### src/rtl/nrisc_boot_loader.sv
// Boot loader for the nRisc core: parses a length-prefixed byte stream into the
// instruction and data memories, verifies an XOR checksum, then releases the core.
`timescale 1ns/1ps
module nrisc_boot_loader #(
  parameter int ADDR_W = 8
) (
  input  logic              CLK,
  input  logic              RESET,
  input  logic              START,
  input  logic              IN_VALID,
  input  logic [7:0]        IN_DATA,
  output logic              IN_READY,
  output logic              IM_WE,
  output logic [ADDR_W-1:0] IM_ADDR,
  output logic [7:0]        IM_DATA,
  output logic              DM_WE,
  output logic [ADDR_W-1:0] DM_ADDR,
  output logic [7:0]        DM_DATA,
  output logic              CPU_RESET,
  output logic              BUSY,
  output logic              ERR
);

  // state     | meaning
  // S_IDLE    | waiting for first START, core held in reset
  // S_I_LEN   | expecting instruction length byte
  // S_I_BYTES | writing instruction bytes to IM
  // S_D_LEN   | expecting data length byte
  // S_D_BYTES | writing data bytes to DM
  // S_CHECK   | expecting checksum byte
  // S_DONE    | load good, core released
  // S_ERROR   | checksum mismatch, core held in reset
  typedef enum logic [2:0] {
    S_IDLE,
    S_I_LEN,
    S_I_BYTES,
    S_D_LEN,
    S_D_BYTES,
    S_CHECK,
    S_DONE,
    S_ERROR
  } state_t;

  state_t            state_q, state_d;
  logic [7:0]        len_q, len_d;
  logic [ADDR_W-1:0] addr_q, addr_d;
  logic [7:0]        xor_q, xor_d;
  logic              im_we_q, im_we_d;
  logic [ADDR_W-1:0] im_addr_q, im_addr_d;
  logic [7:0]        im_data_q, im_data_d;
  logic              dm_we_q, dm_we_d;
  logic [ADDR_W-1:0] dm_addr_q, dm_addr_d;
  logic [7:0]        dm_data_q, dm_data_d;
  logic              in_ready;
  logic              accept;

  always_ff @(posedge CLK) begin
    if (RESET) begin
      state_q   <= S_IDLE;
      len_q     <= '0;
      addr_q    <= '0;
      xor_q     <= '0;
      im_we_q   <= 1'b0;
      im_addr_q <= '0;
      im_data_q <= '0;
      dm_we_q   <= 1'b0;
      dm_addr_q <= '0;
      dm_data_q <= '0;
    end else begin
      state_q   <= state_d;
      len_q     <= len_d;
      addr_q    <= addr_d;
      xor_q     <= xor_d;
      im_we_q   <= im_we_d;
      im_addr_q <= im_addr_d;
      im_data_q <= im_data_d;
      dm_we_q   <= dm_we_d;
      dm_addr_q <= dm_addr_d;
      dm_data_q <= dm_data_d;
    end
  end

  always_comb begin
    in_ready = 1'b0;
    case (state_q)
      S_I_LEN, S_I_BYTES, S_D_LEN, S_D_BYTES, S_CHECK: in_ready = 1'b1;
      default:                                          in_ready = 1'b0;
    endcase
  end

  assign accept = IN_VALID & in_ready;

  always_comb begin
    state_d   = state_q;
    len_d     = len_q;
    addr_d    = addr_q;
    xor_d     = xor_q;
    im_we_d   = 1'b0;
    im_addr_d = im_addr_q;
    im_data_d = im_data_q;
    dm_we_d   = 1'b0;
    dm_addr_d = dm_addr_q;
    dm_data_d = dm_data_q;

    case (state_q)
      S_IDLE, S_DONE, S_ERROR: begin
        if (START) begin
          state_d = S_I_LEN;
          len_d   = '0;
          addr_d  = '0;
          xor_d   = '0;
        end
      end
      S_I_LEN: begin
        if (accept) begin
          xor_d   = xor_q ^ IN_DATA;
          len_d   = IN_DATA;
          addr_d  = '0;
          state_d = (IN_DATA != 8'd0) ? S_I_BYTES : S_D_LEN;
        end
      end
      S_I_BYTES: begin
        if (accept) begin
          xor_d     = xor_q ^ IN_DATA;
          im_we_d   = 1'b1;
          im_addr_d = addr_q;
          im_data_d = IN_DATA;
          addr_d    = addr_q + 1'b1;
          len_d     = len_q - 8'd1;
          if (len_q == 8'd1) state_d = S_D_LEN;
        end
      end
      S_D_LEN: begin
        if (accept) begin
          xor_d   = xor_q ^ IN_DATA;
          len_d   = IN_DATA;
          addr_d  = '0;
          state_d = (IN_DATA != 8'd0) ? S_D_BYTES : S_CHECK;
        end
      end
      S_D_BYTES: begin
        if (accept) begin
          xor_d     = xor_q ^ IN_DATA;
          dm_we_d   = 1'b1;
          dm_addr_d = addr_q;
          dm_data_d = IN_DATA;
          addr_d    = addr_q + 1'b1;
          len_d     = len_q - 8'd1;
          if (len_q == 8'd1) state_d = S_CHECK;
        end
      end
      S_CHECK: begin
        // checksum byte itself is not folded into the running XOR
        if (accept) state_d = (IN_DATA == xor_q) ? S_DONE : S_ERROR;
      end
      default: state_d = S_IDLE;
    endcase
  end

  assign IN_READY  = in_ready;
  assign IM_WE     = im_we_q;
  assign IM_ADDR   = im_addr_q;
  assign IM_DATA   = im_data_q;
  assign DM_WE     = dm_we_q;
  assign DM_ADDR   = dm_addr_q;
  assign DM_DATA   = dm_data_q;
  assign CPU_RESET = (state_q != S_DONE);
  assign BUSY      = in_ready;
  assign ERR       = (state_q == S_ERROR);

endmodule

### config.mk
export PLATFORM = sky130hd
export DESIGN_NAME = nrisc_boot_loader
export DESIGN_NICKNAME = d
export VERILOG_FILES = /design/src/rtl/nrisc_boot_loader.sv
export SDC_FILE = /design/constraint.sdc
export NUM_CORES = 1
export LEC_CHECK = 0
export ABC_CLOCK_PERIOD_IN_PS = 3200
export CAP_MARGIN = 10
export CORE_MARGIN = 4
export CORE_UTILIZATION = 55
export DETAILED_ROUTE_END_ITERATION = 8
export PLACE_DENSITY_LB_ADDON = 0.1
export SLEW_MARGIN = 20
export SYNTH_ARGS = -nofsm -noshare
export SYNTH_HDL_FRONTEND = slang
export SYNTH_SLANG_ARGS = --single-unit
export TNS_END_PERCENT = 100
### constraint.sdc
create_clock -name CLK -period 3.2 [get_ports CLK]
set_clock_uncertainty 0.05 [all_clocks]
set_input_delay 0.48 -clock CLK [delete_from_list [all_inputs] [get_ports CLK]]
set_output_delay 0.48 -clock CLK [all_outputs]
set_load 0.02 [all_outputs]
Yosys cells after proc, flatten, opt, wreduce, memory -nomap -nowiden --
Cells that the tools add are included.
Word-level totals: register bits after elaboration 61, bits of input ports 12
Cells by class: $add $sub $neg 2, equal/unequal tests 21, muxes and demuxes 23, bitwise gates (word level) 4, reductions and logical operators 16
Operators with widths (number):
- 8-bit two-way mux | 6
- 8-bit one-hot mux with 3 select lines | 2
- 3-bit two-way mux | 8
- 3-bit one-hot mux with 6 select lines | 1
- 2-bit != test, second input constant | 8
- 8-bit one-hot mux with 2 select lines | 1
- 3-bit == test, second input constant | 4
- 8-bit by 1-bit adder with 8-bit output, second input constant | 1
- 8-bit by 1-bit == test with 1-bit output, second input constant | 1
- 8-bit == test | 1
- 8-bit AND reduction | 1
- 8-bit nonzero test | 1
- 2-bit OR reduction | 4
- 8-bit by 1-bit subtractor with 8-bit output, second input constant | 1
- 8-bit XOR | 1
- 3-bit by 2-bit == test with 1-bit output, second input constant | 2
- 2-bit by 1-bit != test with 1-bit output, second input constant | 3
- 1-bit two-way mux | 5
- 5-bit OR reduction | 1
- 2-bit AND reduction | 2
- 4-bit AND reduction | 1
- 4-bit OR reduction | 1
- 3-bit by 1-bit == test with 1-bit output, second input constant | 1
- 3-bit logical NOT | 1
- other kinds (7) | 8

Longest topological paths before layout --
depth in word-level cells 6, mapped depth 8, mapped depth without buffers 7

Worst setup path after synthesis --
OpenSTA, ideal clock, no wires.
kind flip-flop to output port, start register state_q[1], end output IN_READY, arrival time 1.138 ns, data required time 2.670 ns, path slack 1.532 ns, stages on the path, launching flop included 5, path buffers 2, cell sequence dfxtp_1 > buf_2 > nor3_1 > a21oi_2 > buf_4
Between the ends: cells in the longest elaborated chain, start to end 3, elaborated cells on any way between the ends 7, classes of those cells eq/ne (5); mux (1); reduce/logical (1)
RTL lines:
- start, declared | line 44 | state_t state_q, state_d;
- start signal, assigned | line 70 | state_q <= state_d;
- 3-bit == test, or another cell as far along | line 85 | case (state_q)
- 5-bit OR reduction * | line 85
- 1-bit two-way mux * | line 85
- end, declared | line 12 | output logic IN_READY,
Every way passes the cells marked *; elsewhere a longest branch is shown, timed or not.

Worst setup path in the final report --
start register state_q[1], end output BUSY
Between the ends: cells in the longest elaborated chain, start to end 3, elaborated cells on any way between the ends 7, classes of those cells eq/ne (5); mux (1); reduce/logical (1)
RTL lines:
- 3-bit == test, or another cell as far along | line 85
- 5-bit OR reduction * | line 85
- 1-bit two-way mux * | line 85
- end, declared | line 20 | output logic BUSY,
Marks and branches as above.

==> reports/metrics.csv <==
metric,value,unit
grt_pass1_wl,10.86,mm
cts_setup_buffers,0,
grt.overflow.total,0,
cts_made_buffers,9,
fin_crit_sh,75.44,%
yosysTopAreaCell,dfxtp_1,
antenna_found_initial,0,
muxShareOfSynthArea,0.7185,%
synth_area,2786,sq um
seq_area,1221,sq um
drt-pass1-iter-count,4,
drt_iter0_drc,139,
vias_per_cell,5.393,
setup-violations-final,0,
slowest_stage,dfxtp_1,
die_h,79.18,um
grt_pass1_vias,2291,
die_area,6269,sq um
nets,397,
synth-xor-area-share,4.401,%
max_slew.worst_pin.slew,739.1,ps
clk_path_buf_depth,2,
cts.sink_count,61,
ys_types,46,
finalMaxSlewViolations,0,
rsz0062_at_grt,false,
worstPathMaxFanout,15,
final_common_cell,nand2_1,
ys_dominant_reg_cell,dfxtp_1,
ys_warn_count,0,
drive_gt1_share,5.959,%
fin_setup_tns,0,ps
area_growth,20.97,%
cts_resized,0,
post-route-min-period,2414,ps
critPathTopFamily,flip-flops,
syn-num-nets,362,
path_class,flop to output pin,
clkTransAtPathRegs,60,ps
postCtsHoldBufs,0,
worstPathRequired,2670,ps
total_power,0.001860,W
dpl.hpwl,4.342,mm
power_leakage,1.154,nW
fin_util,69.97,%
final_antenna_net_count,0,
grtUsageTotal,22.01,%
drt-wirelength-per-cell,13.95,um
layout_common_cells,"nand2_1, dfxtp_1, a21oi_1, clkdlybuf4s50_1, nor2_1",
start_util,57.84,%
clkLatencyLatePin,330,ps
root_buffer,clkbuf_8,
multi_input_area,1359,sq um
totalWireLength,6.321,mm
num-fill-cells,434,
hold_violations,0,
hold_path_class,flop to flop,
drc_errors,0,
io_buffers,49,
peakVddDrop,0.0004266,V
synth.avg_cell_area,8.030,sq um
crit_path_start_kind,flop,
status,finished clean,
num_rows,25,
endpoint_kind,output pin,
cp.arrival,1880,ps
synth_edf_count,0,
synth_top_family_by_area,simple AND/OR/NAND/NOR gates,
netlist_instances,347,
synthTopCellsByArea,"dfxtp_1, nand2_1, a21oi_1, xor2_1, nor2_1",
synthAdderAreaFrac,1.347,%
synth_compound_area_share,17.56,%
yosysSeqAreaShare,43.83,%
cap_viol_max_count,0,
max_freq,414.2,MHz
num_antenna_cells,0,
h-tree-depth,3,
powerDensity,551.7,nW/um^2
boundaryPins,50,
tritoncts,built,
crit_chain,nor3_1 > a21oi_2 > clkdlybuf4s50_1,
maxSlewHeadroom,50.59,%
place.gp.congestion,0.8208,
grt_max_degree,34,
holdWs,401.2,ps
die_w,79.18,um
path_buf_inv,1,
async_flop_share,0,%
route.vias.total,2443,
netlist.area_leader.share,43.83,%
ys_ff_latch,61,
crit_path_max_incr_delay,630,ps
core-area,4817,sq um
synth_simple_gate_area_share,24.74,%
[tightest hold or removal path: stages (launching register included)]
cell	delay (ps)
dfxtp_1	310
nand2_1	50
a21oi_1	50
[state kept, by name, indices dropped and copies added (netlist names)]
register  flops
DM_DATA       8
DM_ADDR       8
state_q       3
len_q         8
IM_WE         1
IM_DATA       8
IM_ADDR       8
DM_WE         1
addr_q        8
xor_q         8
[synth_stat cells (2+ instances only)]
library cell  instances
nor3_1                5
nor4_1                3
a21oi_1              48
nand3_1              11
a2bb2oi_1             2
ha_1                  3
a211oi_1              3
o22ai_1               2
dfxtp_1              61
buf_2                 6
nand3b_1              4
and3_1                3
clkbuf_8              4
xor2_1               11
inv_1                 7
and2_1                5
nand2_1              81
o21ai_0              15
buf_4                 2
nor2_1               23
clkbuf_1             14
nand4_1               3
xnor2_1               3
nor3b_1               3
a22oi_1               3
mux2i_1               2
[report_power, final]
part           total [W]  internal [W]  switching [W]
clock network   0.000637      0.000351       0.000286
registers       0.000848      0.000798      0.0000498
logic           0.000375      0.000163       0.000213
[layer usage]
metal | GRT usage [%] | up-vias | share of wire (%)
met3 | 3.968 | 11 | 6.3
met4 | 11.34 | 0 | 1.5
li1 | - | 1246 | -
met5 | 0 | - | 0
met2 | 33.84 | 75 | 46
met1 | 29.47 | 1111 | 47
[worst paths after layout]
path / from / to / slack (ps) / cells after the start
setup / recovery: state_q[1] / BUSY / 790 / 3
hold / removal: DM_DATA[1] / DM_DATA[1] / 400 / 2
setup reg to reg: state_q[2] / xor_q[5] / 1110 / 5
hold reg to reg: DM_DATA[1] / DM_DATA[1] / 400 / 2
[cell families after synthesis]
group,count (synthesis)
mux,2
fa+ha+maj,3
flops,61
simple gates,149
buf+inv,34
xor+xnor,14
compound gates,84
[layout make-up]
| class | instances | share of cell area [%] |
|---|---|---|
| Tap cell | 67 | 2.487 |
| Sequential cell | 61 | 36.23 |
| Multi-Input combinational cell | 252 | 40.31 |
| Timing Repair Buffer | 51 | 14.85 |
| Clock inverter | 5 | 1.559 |
| Inverter | 7 | 0.7795 |
| Clock buffer | 10 | 3.786 |
[per-stage QoR]
stage	instances	area [sq um]	worst slack, ps
5_1_grt	453	3371	683.5
2_1_floorplan	347	2786	1532
3_3_place_gp	438	3191	793.4
6_report	453	3371	785.9
4_1_cts	453	3371	799.5
3_5_place_dp	438	3191	640.6
Power figures use the tool's default switching activity.
